--- src/rtl/dip_pkg.sv ---
// -----------------------------------------------------------------------------
// dip_pkg
//
// Shared definitions for the DIP switch conditioning block.
//
// Contents:
//   dip_state_e            top-level state: INIT (settle, no debounce) / RUN
//   DIP_WIDTH              default number of switch bits on the trainer
//   DEBOUNCE_CYCLES_50MHZ  default stability window, 1 ms at a 50 MHz clock
// -----------------------------------------------------------------------------
package dip_pkg;

    // Default switch count on the trainer board.
    localparam int DIP_WIDTH = 8;

    // 1 ms worth of 50 MHz clocks: long enough to ride out mechanical bounce.
    localparam int DEBOUNCE_CYCLES_50MHZ = 50000;

    // INIT: copy the synchronised pins straight through while the settle
    //       counter runs, so the first published vector is the real one.
    // RUN : per-bit debounce with edge strobes.
    typedef enum logic [0:0] {
        INIT = 1'b0,
        RUN  = 1'b1
    } dip_state_e;

endpackage : dip_pkg

--- src/rtl/dip_debounce_bit.sv ---
// -----------------------------------------------------------------------------
// dip_debounce_bit
//
// One switch bit: two-flop synchroniser, stability counter and stable flop.
//
// Parameters:
//   STABLE_CYCLES  cycles the synchronised bit must differ from the stable
//                  value before the new value is accepted (>= 2).
//
// Ports:
//   clk     in   system clock
//   rst     in   asynchronous active-high clear
//   raw     in   unsynchronised switch pin
//   run     in   1 = debounce active; 0 = stable follows the synchroniser
//                with no strobes (settle period)
//   stable  out  debounced bit
//   rise    out  one-cycle pulse when stable goes 0 -> 1
//   fall    out  one-cycle pulse when stable goes 1 -> 0
// -----------------------------------------------------------------------------
module dip_debounce_bit
    import dip_pkg::*;
#(
    parameter int STABLE_CYCLES = DEBOUNCE_CYCLES_50MHZ
) (
    input  logic clk,
    input  logic rst,
    input  logic raw,
    input  logic run,
    output logic stable,
    output logic rise,
    output logic fall
);

    localparam int CNT_W = $clog2(STABLE_CYCLES);
    localparam logic [CNT_W-1:0] CNT_MAX = CNT_W'(STABLE_CYCLES - 1);
    localparam logic [CNT_W-1:0] CNT_ONE = CNT_W'(1);

    // Synchroniser stages: nothing may sit between s1 and s2.
    logic s1_q;
    logic s2_q;

    logic             stable_q, stable_d;
    logic             rise_q,   rise_d;
    logic             fall_q,   fall_d;
    logic [CNT_W-1:0] cnt_q,    cnt_d;

    always_ff @(posedge clk or posedge rst) begin
        if (rst) begin
            s1_q <= 1'b0;
            s2_q <= 1'b0;
        end else begin
            s1_q <= raw;
            s2_q <= s1_q;
        end
    end

    always_comb begin
        stable_d = stable_q;
        cnt_d    = cnt_q;
        rise_d   = 1'b0;
        fall_d   = 1'b0;

        if (!run) begin
            // Settle period: track the pin directly, never strobe.
            stable_d = s2_q;
            cnt_d    = '0;
        end else if (s2_q == stable_q) begin
            // Any return to the stable value throws away accumulated time.
            cnt_d = '0;
        end else if (cnt_q < CNT_MAX) begin
            cnt_d = cnt_q + CNT_ONE;
        end else begin
            // Differed for a full window: accept. Counter saturates here and
            // is cleared rather than wrapping.
            stable_d = s2_q;
            cnt_d    = '0;
            rise_d   = s2_q;
            fall_d   = ~s2_q;
        end
    end

    always_ff @(posedge clk or posedge rst) begin
        if (rst) begin
            stable_q <= 1'b0;
            cnt_q    <= '0;
            rise_q   <= 1'b0;
            fall_q   <= 1'b0;
        end else begin
            stable_q <= stable_d;
            cnt_q    <= cnt_d;
            rise_q   <= rise_d;
            fall_q   <= fall_d;
        end
    end

    assign stable = stable_q;
    assign rise   = rise_q;
    assign fall   = fall_q;

endmodule : dip_debounce_bit

--- src/rtl/dip_debounce.sv ---
// -----------------------------------------------------------------------------
// dip_debounce
//
// Conditions the trainer DIP switches before the switch-to-LED logic.
// Each bit is synchronised and debounced independently; the top owns the
// INIT/RUN sequencing, the settle counter and the aggregate strobes.
//
// Parameters:
//   WIDTH          number of switch bits
//   STABLE_CYCLES  debounce window and settle period in clocks (>= 2)
//
// Ports:
//   clk         in   system clock
//   rst         in   asynchronous active-high reset
//   dip_raw     in   raw switch pins [WIDTH]
//   dip_stable  out  debounced switch vector [WIDTH]
//   rise        out  per-bit one-cycle 0->1 strobes [WIDTH]
//   fall        out  per-bit one-cycle 1->0 strobes [WIDTH]
//   changed     out  one-cycle pulse when any bit rose or fell
//   ready       out  high once the initial settle period has elapsed
// -----------------------------------------------------------------------------
module dip_debounce
    import dip_pkg::*;
#(
    parameter int WIDTH         = DIP_WIDTH,
    parameter int STABLE_CYCLES = DEBOUNCE_CYCLES_50MHZ
) (
    input  logic             clk,
    input  logic             rst,
    input  logic [WIDTH-1:0] dip_raw,
    output logic [WIDTH-1:0] dip_stable,
    output logic [WIDTH-1:0] rise,
    output logic [WIDTH-1:0] fall,
    output logic             changed,
    output logic             ready
);

    localparam int CNT_W = $clog2(STABLE_CYCLES);
    localparam logic [CNT_W-1:0] SETTLE_LAST = CNT_W'(STABLE_CYCLES - 1);
    localparam logic [CNT_W-1:0] CNT_ONE     = CNT_W'(1);

    // A one-cycle window would make the counter zero bits wide.
    if (STABLE_CYCLES < 2) begin : g_bad_param
        $error("dip_debounce: STABLE_CYCLES must be 2 or more");
    end

    dip_state_e       state_q,  state_d;
    logic [CNT_W-1:0] settle_q, settle_d;
    logic             ready_q,  ready_d;
    logic             run;

    // ---------------------------------------------------------------------
    // Sequencer: INIT counts out one full window so the synchronisers and
    // the pins have settled before debouncing (and strobing) begins.
    // ---------------------------------------------------------------------
    always_ff @(posedge clk or posedge rst) begin
        if (rst) begin
            state_q  <= INIT;
            settle_q <= '0;
            ready_q  <= 1'b0;
        end else begin
            state_q  <= state_d;
            settle_q <= settle_d;
            ready_q  <= ready_d;
        end
    end

    always_comb begin
        state_d  = state_q;
        settle_d = settle_q;
        ready_d  = ready_q;

        unique case (state_q)
            INIT: begin
                if (settle_q == SETTLE_LAST) begin
                    state_d = RUN;
                    ready_d = 1'b1;
                end else begin
                    settle_d = settle_q + CNT_ONE;
                end
            end
            RUN: begin
                // Stays here until reset.
                ready_d = 1'b1;
            end
            default: begin
                state_d = INIT;
            end
        endcase
    end

    // The bits see RUN only from the cycle after the transition edge, so the
    // INIT-to-RUN edge itself still copies the pins and cannot strobe.
    assign run = (state_q == RUN);

    // ---------------------------------------------------------------------
    // Per-bit debouncers
    // ---------------------------------------------------------------------
    for (genvar gi = 0; gi < WIDTH; gi++) begin : g_bit
        dip_debounce_bit #(
            .STABLE_CYCLES (STABLE_CYCLES)
        ) u_bit (
            .clk    (clk),
            .rst    (rst),
            .raw    (dip_raw[gi]),
            .run    (run),
            .stable (dip_stable[gi]),
            .rise   (rise[gi]),
            .fall   (fall[gi])
        );
    end

    // Built from registered strobes, so it lines up with them exactly and is
    // a single pulse however many bits flip together.
    assign changed = |(rise | fall);
    assign ready   = ready_q;

endmodule : dip_debounce

--- config.mk ---
export PLATFORM = sky130hd
export DESIGN_NAME = dip_debounce
export DESIGN_NICKNAME = d
export VERILOG_FILES = /design/src/rtl/dip_pkg.sv /design/src/rtl/dip_debounce_bit.sv /design/src/rtl/dip_debounce.sv
export SDC_FILE = /design/constraint.sdc
export NUM_CORES = 1
export LEC_CHECK = 0
export ABC_CLOCK_PERIOD_IN_PS = 5800
export CORE_AREA = 2 2 114 161
export CTS_CLUSTER_SIZE = 24
export DETAILED_ROUTE_END_ITERATION = 10
export DIE_AREA = 0 0 116 163
export GPL_TIMING_DRIVEN = 0
export HOLD_SLACK_MARGIN = 0.03
export PLACE_DENSITY = 0.75
export SKIP_LAST_GASP = 1
export SLEW_MARGIN = 15
export SYNTH_ARGS = -nofsm -noshare
export SYNTH_HDL_FRONTEND = slang
export SYNTH_SLANG_ARGS = --single-unit
export TNS_END_PERCENT = 50
--- constraint.sdc ---
create_clock -name clk -period 5.8 [get_ports clk]
set_input_delay 0.58 -clock clk [delete_from_list [all_inputs] [get_ports clk]]
set_output_delay 0.58 -clock clk [all_outputs]
set_load 0.01 [all_outputs]
==> results.yml <==
detailed_routing:
  per_cell_routed_wire_length_um: 14.2
  vias: 6249
  dr.first_iter.drc_count: 283
  drt.antenna.violating_nets: 0
  post_drt_via_cell_ratio: 5.33
  drtPass1Iterations: 4
  drc: 0
  routed_wirelength_mm: 16.7
finish:
  multiInputGateArea_sq_mm: 0.00424
  fill_cells: 1505
  antenna_cells: 0
  layout-area-overhead-vs-synth_pct: 12.9
  post-route-util_pct: 60.9
  drive_above_1_share_pct: 20.6
  stdcell_count: 1172
  design.final.nets: 938
  post-route-cell-area_sq_mm: 0.0107
  register_area_sq_mm: 0.00465
floorplan:
  initial_utilization_pct: 53.9
  height_of_the_chip_um: 163
  design.core.area_sq_mm: 0.0176
  floorplan.die_area_sq_mm: 0.0189
  ios: 36
  chipWidth_um: 116
  rows: 58
synthesis:
  synth_area_leaders: "sky130_fd_sc_hd__dfrtp_1 49%, sky130_fd_sc_hd__xnor2_1 7.9%, sky130_fd_sc_hd__nor2_4 5.7%"
  post_synth_instance_area_sq_mm: 0.00946
  share_of_async_settable_or_async_resettable_flops_after_synthesis_pct: 100
  synth_enable_flop_cells: 0
  largest_area_contributor_in_the_synthesized_netlist: "sky130_fd_sc_hd__dfrtp_1"
  synth_top_flop_cell: "sky130_fd_sc_hd__dfrtp_1"
  synth_most_common_cell: "sky130_fd_sc_hd__dfrtp_1"
  synth_sequential_area_ratio_pct: 49.2
  yosys_warnings: 0
  postSynthNetCount: 883
  synth_top_area_share_pct: 49.2
  syn_avg_cell_area_sq_um: 11.0
  netlist-cell-type-count: 47
  post_synth_most_frequent_cells: "186 x sky130_fd_sc_hd__dfrtp_1, 85 x sky130_fd_sc_hd__xnor2_1, 80 x sky130_fd_sc_hd__nor2_1, 49 x sky130_fd_sc_hd__nand3_1, 48 x sky130_fd_sc_hd__nor2_4"
  yosys_register_bits: 186
  post_synth_inst_count: 864
placed_design:
  gp_congestion: 0.821
  place_hpwl_mm: 11.3
  total_placed_instance_area_sq_mm: 0.0101
  placedCellCount: 1140
  preCtsSetupSlack_ns: 3.47
  io_buffer_count: 35
clock_network:
  cts-root-buf: "sky130_fd_sc_hd__clkbuf_16"
  number_of_buffers_on_the_longest_clock_path: 2
  clk-insertion-delay-late_ns: 0.44
  ctsHtreeMaxLevel: 4
  sinks_on_the_clock_net: 186
  cts_hold_buffers: 0
  cts_tree: "yes"
  clkSlewWorstSetupHoldPaths_ns: 0.07
  numCtsBuffers: 17
  post_cts_buffers: 0
  resized_cells_post_cts: 0
pwr:
  p_switching_mw: 0.549
  post-layout-total-power_mw: 2.44
  clock_power_share_pct: 44.0
  leakage_nw: 3.99
  powerDensity_mw_per_mm2: 228
  power.internal_mw: 1.89
  power.sequential.fraction_pct: 53.8
  comb_power_share_pct: 2.2
  ir_drop_uv: 201
  power.switching_fraction_pct: 22.5
grt:
  antenna_violations_before_repair: 0
  grt_start_max_net_pins: 111
  grt_pass1_wl_mm: 29.0
  grt-ovfl-total: 0
  grtUsageTotal_pct: 19.3
  grt_pass1_vias: 6346
sta:
  setup-tns-final_ns: 0
  final.setup_skew_ns: 0.00916
  setup_viol: 0
  worst_slew_margin_rel_pct: 46.5
  max_clock_freq_mhz: 349
  worst_hold_slack_ns: 0.354
  finalWorstPathRequiredPeriod_ns: 2.87
  setup_repair_after_global_routing_missed_its_margin: "false"
  hold_violations: 0
  timing_max_transition_violations_final: 0
  max_slew.worst_pin.slew_ns: 0.794
  final.period_utilization_pct: 49.4
  worst_slack_ns: 2.93
setup_path:
  crit_path_start: "g_bit[4].u_bit.fall"
  rr_startpoint: "g_bit[0].u_bit.cnt_q[0]"
  timing.reg2reg.worst_path_depth: 7
  r2r_end: "g_bit[0].u_bit.cnt_q[14]"
  worst-r2r-setup-slack_ns: 3.85
  critPathCaptureType: "output pin"
  category_of_the_critical_setup_timing_path: "reg -> out"
  cp_max_fo: 2
  critPathLaunchType: "register"
  critical_path.endpoint: "changed"
  worstPathArrival_ns: 2.29
  cp_data_required_time_ns: 5.22
run_status:
  run_status: "finished clean"
min_path:
  hold_path.class: "reg -> reg"
run:
  max-cap-violations: 0
==> logic make-up after synthesis <==
logic type / synth area share [%]
and+or+nand+nor: 27.7
adders and majority gates: 1.19
muxes: 1.11
AOI/OAI and AO/OA: 3.82
buffers and inverters: 6.03
xor gates and xnor gates: 10.9
DFF: 49.2
==> critical path, stage by stage, from the launching register on <==
cell                              delay (ns)
sky130_fd_sc_hd__dfrtp_1                0.38
sky130_fd_sc_hd__nor4_1                 0.71
sky130_fd_sc_hd__nand4_1                0.23
sky130_fd_sc_hd__clkdlybuf4s50_1        0.54
==> cell usage in the layout, fill, tap and decap left out, drive strengths merged, types with 7 or more instances in the layout <==
cell type	instances
buf	48
nand3	49
clkbuf	22
nor4	35
nand2	41
nor2	160
or4	7
mux2	9
xnor2	85
nor3	29
a2111oi	8
ha	9
or3	17
a21oi	14
o21ai	11
dfrtp	186
clkdlybuf4s50	35
nand4	38
inv	36
xor2	33
and3	11
and4b	12
==> layout make-up <==
cell class	count	area share [%]
Inverter	32	1.19
Buffer	49	4.21
Clock inverter	12	0.855
Clock buffer	20	4.18
Tap cell	240	2.81
Multi-Input combinational cell	597	39.7
Sequential cell	186	43.6
Timing Repair Buffer	36	3.54
==> metal layers <==
metal	up-vias	global-route usage [%]	share of wire, %
li1	3087	-	-
met1	3061	23.9	44
met2	76	33.0	51
met3	25	3.57	2.7
met4	0	7.74	1.9
met5	-	0	0
==> power by group through the flow <==
stage | Sequential (mW) | Combinational [mW] | Clock [mW]
global placement | 1.34 | 0.0516 | 0
finish | 1.31 | 0.0527 | 1.07
detailed placement | 1.34 | 0.0553 | 0
floorplan | 1.34 | 0.0320 | 0
CTS | 1.31 | 0.0555 | 1.10
global route | 1.31 | 0.0605 | 1.15
==> flip-flops by register name, indices dropped and copies added (netlist names), 8 cells and up <==
register	count
g_bit.u_bit.s1_q	8
g_bit.u_bit.stable	8
g_bit.u_bit.s2_q	8
g_bit.u_bit.cnt_q	128
g_bit.u_bit.fall	8
settle_q	16
g_bit.u_bit.rise	8
==> how the worst min path moves through the flow <==
stage / from / endpoint / slack [ns] / cells after the start
final: g_bit[1].u_bit.s1_q / g_bit[1].u_bit.s2_q / 0.35 / 0
after global routing: g_bit[2].u_bit.s1_q / g_bit[2].u_bit.s2_q / 0.36 / 0
after CTS: g_bit[3].u_bit.s1_q / g_bit[3].u_bit.s2_q / 0.35 / 0
after detailed placement: g_bit[7].u_bit.s1_q / g_bit[7].u_bit.s2_q / 0.34 / 0
after global placement: g_bit[3].u_bit.s1_q / g_bit[3].u_bit.s2_q / 0.33 / 0
after floorplan: g_bit[0].u_bit.s1_q / g_bit[0].u_bit.s2_q / 0.33 / 0
Note: power is estimated with default switching activity, not from simulation.
